## src/rtl/reg_32.sv

```systemverilog
// reg_32 - 32-bit load-enabled word register with synchronous reset.
// The datapath uses it as its general-purpose word register. The register
// file and the program-counter and status registers are built from it.
//
// Ports (order kept for drop-in compatibility):
//   Q  [31:0] out  stored word, driven straight from the flops
//   D  [31:0] in   word captured on a rising edge of C when L=1
//   L         in   load enable, active-high
//   C         in   clock, rising edge only
//   nR        in   synchronous reset, active-high despite the name
//
// Next state at each rising edge of C, in priority order:
//   nR=1 -> 0; else L=1 -> D; else hold.

module reg_32 (
  output logic [31:0] Q,
  input  logic [31:0] D,
  input  logic        L,
  input  logic        C,
  input  logic        nR
);

  logic [31:0] q_q;
  logic [31:0] q_d;

  // A 2:1 mux per bit. L selects the new word, otherwise the bit recirculates.
  always_comb begin
    q_d = q_q;
    if (L) begin
      q_d = D;
    end
  end

  // Reset forces every flop input to 0 and takes priority over load.
  always_ff @(posedge C) begin
    if (nR) begin
      q_q <= '0;
    end else begin
      q_q <= q_d;
    end
  end

  assign Q = q_q;

endmodule

```

## config.mk

```make
export PLATFORM = sky130hd
export DESIGN_NAME = reg_32
export DESIGN_NICKNAME = d
export VERILOG_FILES = /design/src/rtl/reg_32.sv
export SDC_FILE = /design/constraint.sdc
export NUM_CORES = 1
export LEC_CHECK = 0
export CELL_PAD_IN_SITES_DETAIL_PLACEMENT = 1
export CELL_PAD_IN_SITES_GLOBAL_PLACEMENT = 1
export CORE_ASPECT_RATIO = 1.4
export CORE_UTILIZATION = 29
export CTS_CLUSTER_SIZE = 14
export DETAILED_ROUTE_END_ITERATION = 8
export PLACE_DENSITY = 0.9
export SKIP_CTS_REPAIR_TIMING = 1
export SYNTH_ARGS = -nofsm -noshare
export SYNTH_HDL_FRONTEND = slang
export SYNTH_SLANG_ARGS = --single-unit
```

## constraint.sdc

```tcl
create_clock -name C -period 1.9 [get_ports C]
set_input_delay 0.38 -clock C [delete_from_list [all_inputs] [get_ports C]]
set_output_delay 0.38 -clock C [all_outputs]
set_load 0.005 [all_outputs]
```

After elaboration in Yosys (flattened, before gate mapping)
Cells that the tools add are included.
Cells by class
  add/subtract/negate cells: 0
  multiply operators: 0
  divide/modulo/power cells: 0
  magnitude comparators: 0
  equality and inequality tests: 0
  shift operators: 0
  muxes and demuxes: 0
  bitwise logic cells: 0
  reduce and logical (&&, ||, !) cells: 0
Word-level totals
  bits in registers: 32
  bits in latches: 0
  memory bits (writable): 0
  ROM bits: 0
  input bits: 35
  output and inout bits: 32
  memories: 0

Logic depth before layout (Yosys ltp)
Gate-level depths: netlist of the first run.
  depth in word-level cells: 0
  depth in mapped cells: 4

Worst setup path before layout of the first run
No wires, ideal clock.
  kind: in2reg
  start point: input L
  end point: register q_q[0], in the netlist Q[0]
  arrival time: 0.845 ns
  required time: 1.772 ns
  path slack: 0.927 ns
  cell stages on the path: 4
  path buffers: 2
  cells stage by stage: buf_6 > buf_12 > mux2i_1 > nor2_1
RTL lines
  start, declared: RTL line 18  | input logic L,
  end signal, assigned: RTL line 39  | q_q <= q_d;
  end, declared: RTL line 23  | logic [31:0] q_q;

Worst setup path in the final report of the first run
  start point: register q_q[30], in the netlist Q[30]
  end point: output Q[30]
RTL lines
  end, declared: RTL line 16  | output logic [31:0] Q,
No word-level cell between the ends.

==> flow_summary.yaml, run 1 <==
timing:
  max-slew-margin-rel_pct: 79.3
  slew_violations: 0
  period_minus_slack_ns: 1.51
  setup_tns_ns: 0
  timing.final.crit_share_pct: 79.7
  rsz0062_at_grt: "false"
  max_freq_mhz: 661
  worst_slack_ns: 0.386
  tightest_slew_ns: 0.310
  finalSetupViolCount: 0
  hold_viol: 0
  fin_skew_ns: 0
die:
  die-area_sq_um: 4270
  pin_count: 67
  coreArea_sq_um: 3740
  rows: 26
  start_util_pct: 31.1
  die_w_microns: 55.5
  die_h_microns: 77.0
final_layout:
  fin_nets: 206
  regArea_sq_um: 641
  diodes: 0
  largest_reg_flops: 32
  syn_to_final_growth_pct: 63.9
  drive_gt1_share_pct: 5.23
  fill_cells: 428
  multiInputGateArea_sq_um: 440
logic_synthesis:
  postSynth.asyncResetShare_pct: 0
  synth_warnings: 0
  yosysUniqueCellTypes: 6
  synth-edff-count: 0
  yosys.area.top_type: "dfxtp_1"
  synth.area.top_cells: "dfxtp_1, mux2i_1, nor2_1, buf_12, buf_6"
  synthFlopType: "dfxtp_1"
  synth-seq-area-share_pct: 55.1
  ys_ff_latch: 32
  mappedNetlistArea_sq_um: 1160
  synth_top_area_share_pct: 55.1
  syn_nets: 138
  avgSynthCellArea_sq_um: 11.3
  synth_common_cells: "dfxtp_1, mux2i_1, nor2_1, buf_12, clkbuf_1"
  syn_inst: 103
cts:
  cts_buffers: 5
  clock-root-buffer: "clkbuf_8"
  h-tree-depth: 2
  clk_path_buf_depth: 2
  numClockSinks: 32
  clk_pin_slew_ns: 0.06
  cts_tree: "yes"
  clock_latency_ns: 0.27
power_and_ir_drop:
  power_density_nw_per_um2: 787
  p_leak_nw: 0.818
  irDropWorstVdd_v: 0.000366
worst_setup_path:
  critical_path_required_ns: 1.52
  cpLargestDelayFamily: "buffers and inverters"
  cp-end-kind: "primary output"
  setup.worst_path.class: "reg2out"
  path_max_fanout: 2
  path_buf_inv: 1
  cp.arrival_ns: 1.13
  worstPathCellList: "clkdlybuf4s50_1"
  max_stage_delay_ns: 0.53
  startpoint_type: "flop"
  crit_slowest_cell: "clkdlybuf4s50_1"
route:
  via_per_inst: 4.62
  firstDrtPassIters: 2
  drc: 0
  ant_nets: 0
  routedWlPerCell_microns: 14.4
  num_vias: 989
  wirelength_microns: 3080
  initialDrtViolationCount: 17
placement:
  dp_hpwl_microns: 2290
  place.gp.congestion: 0.785
  port_buffers: 66
  pre_cts_ws_ns: 0.514
global_route:
  gr-usage-all-layers_pct: 15.9
  grt_max_degree: 33
  grt_pass1_vias: 1140
  grt_pass1_wl_microns: 5030
  grt.overflow.total: 0
  antenna_found_initial: 0
job:
  max_cap_viol_count: 0
hold_path:
  min_path_type: "reg2reg"
outcome:
  outcome: "finished clean"
[final cells by class]
cell class	instances	area share [%]
Clock buffer	8	4.72
Timing Repair Buffer	68	35.8
Sequential cell	32	33.6
Multi-Input combinational cell	64	23.1
Tap cell	42	2.76
[power by group]
| group | switching [mW] | total (mW) | leakage (nW) | internal [mW] |
|---|---|---|---|---|
| clock network | 0.225 | 0.520 | 0.0455 | 0.295 |
| registers | 0.0208 | 0.732 | 0.264 | 0.712 |
| logic | 0.0817 | 0.249 | 0.508 | 0.167 |
| total | 0.328 | 1.50 | 0.818 | 1.17 |
[metal layers]
metal  vias to the layer above  wire length, microns  GRT usage (%)
li1                        473                     -              -
met1                       464                  1000           13.6
met2                        44                  1780           30.0
met3                         8                   161           4.89
met4                         0                   133           11.8
met5                         -                     0              0
[worst register-to-register path, stage by stage (launching register included)]
cell and delay (ns):
dfxtp_1 0.32, mux2i_1 0.19, nor2_1 0.07
[cells by family (layout without fill, tap and decap cells)]
| logic type | count (synthesis) | in the layout | synth area share (%) |
|---|---|---|---|
| buffers and inverters | 7 | 76 | 7.10 |
| flip-flops | 32 | 32 | 55.1 |
| multiplexers | 32 | 32 | 27.5 |
| AND/OR/NAND/NOR | 32 | 32 | 10.3 |
[metrics by stage]
step	hold slack (ns)	cells	util [%]	total power [mW]	cell area [sq um]
after detailed placement	0.487	206	48.6	0.999	1820
after floorplan	0.452	103	-	0.842	1160
after global placement	0.471	206	48.6	0.986	1820
after CTS	0.505	214	51.0	1.53	1910
final	0.498	214	51.0	1.50	1910
after global routing	0.532	214	51.0	1.58	1910
[cells in the final DEF, fill, tap and decap left out]
master / n
dfxtp_1: 32
buf_12: 1
clkbuf_8: 6
clkdlybuf4s50_1: 65
nor2_1: 32
mux2i_1: 32
clkbuf_1: 2
buf_2: 1
buf_4: 1
[path summary, 6_finish.rpt]
check | depth (start not counted) | to | start | slack [ns]
setup / recovery | 1 | Q[30] | Q[30] | 0.39
hold / removal | 2 | Q[14] | Q[14] | 0.50
setup reg to reg | 2 | Q[21] | Q[21] | 1.20
hold reg to reg | 2 | Q[14] | Q[14] | 0.50
No activity file was read; power rests on OpenSTA's default activity.
==> inputs of run 2 (changes only) <==
--- a/config.mk
+++ b/config.mk
@@ -8,10 +8,10 @@
 export CELL_PAD_IN_SITES_DETAIL_PLACEMENT = 1
 export CELL_PAD_IN_SITES_GLOBAL_PLACEMENT = 1
 export CORE_ASPECT_RATIO = 1.4
-export CORE_UTILIZATION = 29
+export CORE_UTILIZATION = 27
 export CTS_CLUSTER_SIZE = 14
 export DETAILED_ROUTE_END_ITERATION = 8
-export PLACE_DENSITY = 0.9
+export PLACE_DENSITY = 0.85
 export SKIP_CTS_REPAIR_TIMING = 1
 export SYNTH_ARGS = -nofsm -noshare
 export SYNTH_HDL_FRONTEND = slang
==> constraint.sdc (replaced) <==
create_clock -name C -period 1.5 [get_ports C]
set_input_delay 0.3 -clock C [delete_from_list [all_inputs] [get_ports C]]
set_output_delay 0.3 -clock C [all_outputs]
set_load 0.005 [all_outputs]
==> run 2 against run 1 <==
The run now ends with DRC left. Design area increased by 0.72%. Routed wire length decreased by 2.5%. Cell count increased by 0.47%. Clock-buffer cell count unchanged. Combinational power increased by 29%. Worst hold slack got worse by 0.0048 ns. Utilization decreased by 3.2 points. Global-route usage decreased by 2.2 points. Clock power increased by 27%. Via count decreased by 1.5%. Critical endpoint is now Q[26]. Largest power group unchanged. Highest routed layer unchanged.
==> flow_summary.yaml, run 2 (synthesis results as in run 1) <==
power_and_ir_drop:
  irDropWorstVdd_v: 0.000448
  power_density_nw_per_um2: 993
  p_leak_nw: 0.823
route:
  wirelength_microns: 3000
  num_vias: 974
  initialDrtViolationCount: 17
  firstDrtPassIters: 6
  routedWlPerCell_microns: 14.0
  via_per_inst: 4.53
  drc: 7
  ant_nets: 0
placement:
  place.gp.congestion: 0.669
  dp_cells: 207
  port_buffers: 66
  dp_hpwl_microns: 2220
hold_path:
  min_path_type: "reg2reg"
cts:
  clock-root-buffer: "clkbuf_8"
  clock_latency_ns: 0.27
  clk_path_buf_depth: 2
  cts_tree: "yes"
  h-tree-depth: 2
  clk_pin_slew_ns: 0.06
  numClockSinks: 32
  cts_buffers: 5
timing:
  rsz0062_at_grt: "false"
  setup_tns_ns: 0
  tightest_slew_ns: 0.225
  finalSetupViolCount: 0
  timing.final.crit_share_pct: 96.5
  max_freq_mhz: 691
  max-slew-margin-rel_pct: 85.0
  hold_viol: 0
  fin_skew_ns: 0
  slew_violations: 0
  period_minus_slack_ns: 1.45
worst_setup_path:
  cp-end-kind: "primary output"
  setup.worst_path.class: "reg2out"
  path_max_fanout: 2
  cp.arrival_ns: 1.15
  max_stage_delay_ns: 0.52
  startpoint_type: "flop"
  crit_slowest_cell: "clkdlybuf4s50_1"
  path_buf_inv: 1
  cpLargestDelayFamily: "buffers and inverters"
  worstPathCellList: "clkdlybuf4s50_1"
  critical_path_required_ns: 1.20
outcome:
  failed_checks: "DRC"
  outcome: "finished, violations left"
final_layout:
  final_common_cell: "clkdlybuf4s50_1"
  multiInputGateArea_sq_um: 440
  layout.cells.non_filler: 215
  drive_gt1_share_pct: 5.23
  largest_reg_flops: 32
  regArea_sq_um: 641
  diodes: 0
  syn_to_final_growth_pct: 65.1
  most-common-layout-cells: "clkdlybuf4s50_1, dfxtp_1, mux2i_1, nor2_1, clkbuf_8"
  fin_nets: 206
  final_util_pct: 47.8
  fill_cells: 459
global_route:
  grt_busiest_layer: "met2"
  grt_pass1_vias: 995
  gr-usage-met1_pct: 13.3
  grt_max_degree: 33
  grt.overflow.total: 0
  antenna_found_initial: 0
  use_met2_pct: 23.6
  grt_pass1_wl_microns: 4550
  met3_usage_pct: 2.76
  gr-usage-all-layers_pct: 13.7
die:
  coreArea_sq_um: 4020
  rows: 27
  die-area_sq_um: 4580
  start_util_pct: 28.9
  die_w_microns: 57.5
  die_h_microns: 79.7
  pin_count: 67
job:
  max_cap_viol_count: 0
run 2: path summary, 6_finish.rpt:
path	startpoint	slack, ns	depth (start not counted)	end
worst max-delay path	Q[26]	0.05	1	Q[26]
worst min-delay path	Q[17]	0.49	2	Q[17]
worst max register to register	Q[22]	0.84	2	Q[22]
worst min register to register	Q[17]	0.49	2	Q[17]
run 2: layout make-up:
class                           instances  share of cell area [%]
Clock buffer                            8                    4.69
Multi-Input combinational cell         64                    22.9
Sequential cell                        32                    33.4
Tap cell                               43                    2.80
Timing Repair Buffer                   68                    36.2
run 2: metrics by stage:
step | cell area [sq um] | setup slack [ns] | total power [mW] | hold slack [ns]
finish | 1920 | 0.0528 | 1.91 | 0.493
global route | 1920 | 0.00285 | 2.00 | 0.535
CTS | 1920 | 0.0405 | 1.94 | 0.501
detailed placement | 1830 | 0.273 | 1.27 | 0.488
global placement | 1830 | 0.316 | 1.26 | 0.476
floorplan | 1160 | 0.607 | 1.07 | 0.372
run 2: power by group:
| group | switching (mW) | total, mW | internal, mW |
|---|---|---|---|
| Combinational | 0.105 | 0.320 | 0.215 |
| Clock | 0.286 | 0.659 | 0.373 |
| Sequential | 0.0260 | 0.928 | 0.901 |
| Total | 0.416 | 1.91 | 1.49 |
run 2: routing by layer:
layer | vias up | share of wire, %
met1 | 439 | 36
met5 | - | 0
li1 | 472 | -
met4 | 0 | 4.5
met2 | 52 | 52
met3 | 11 | 7.6
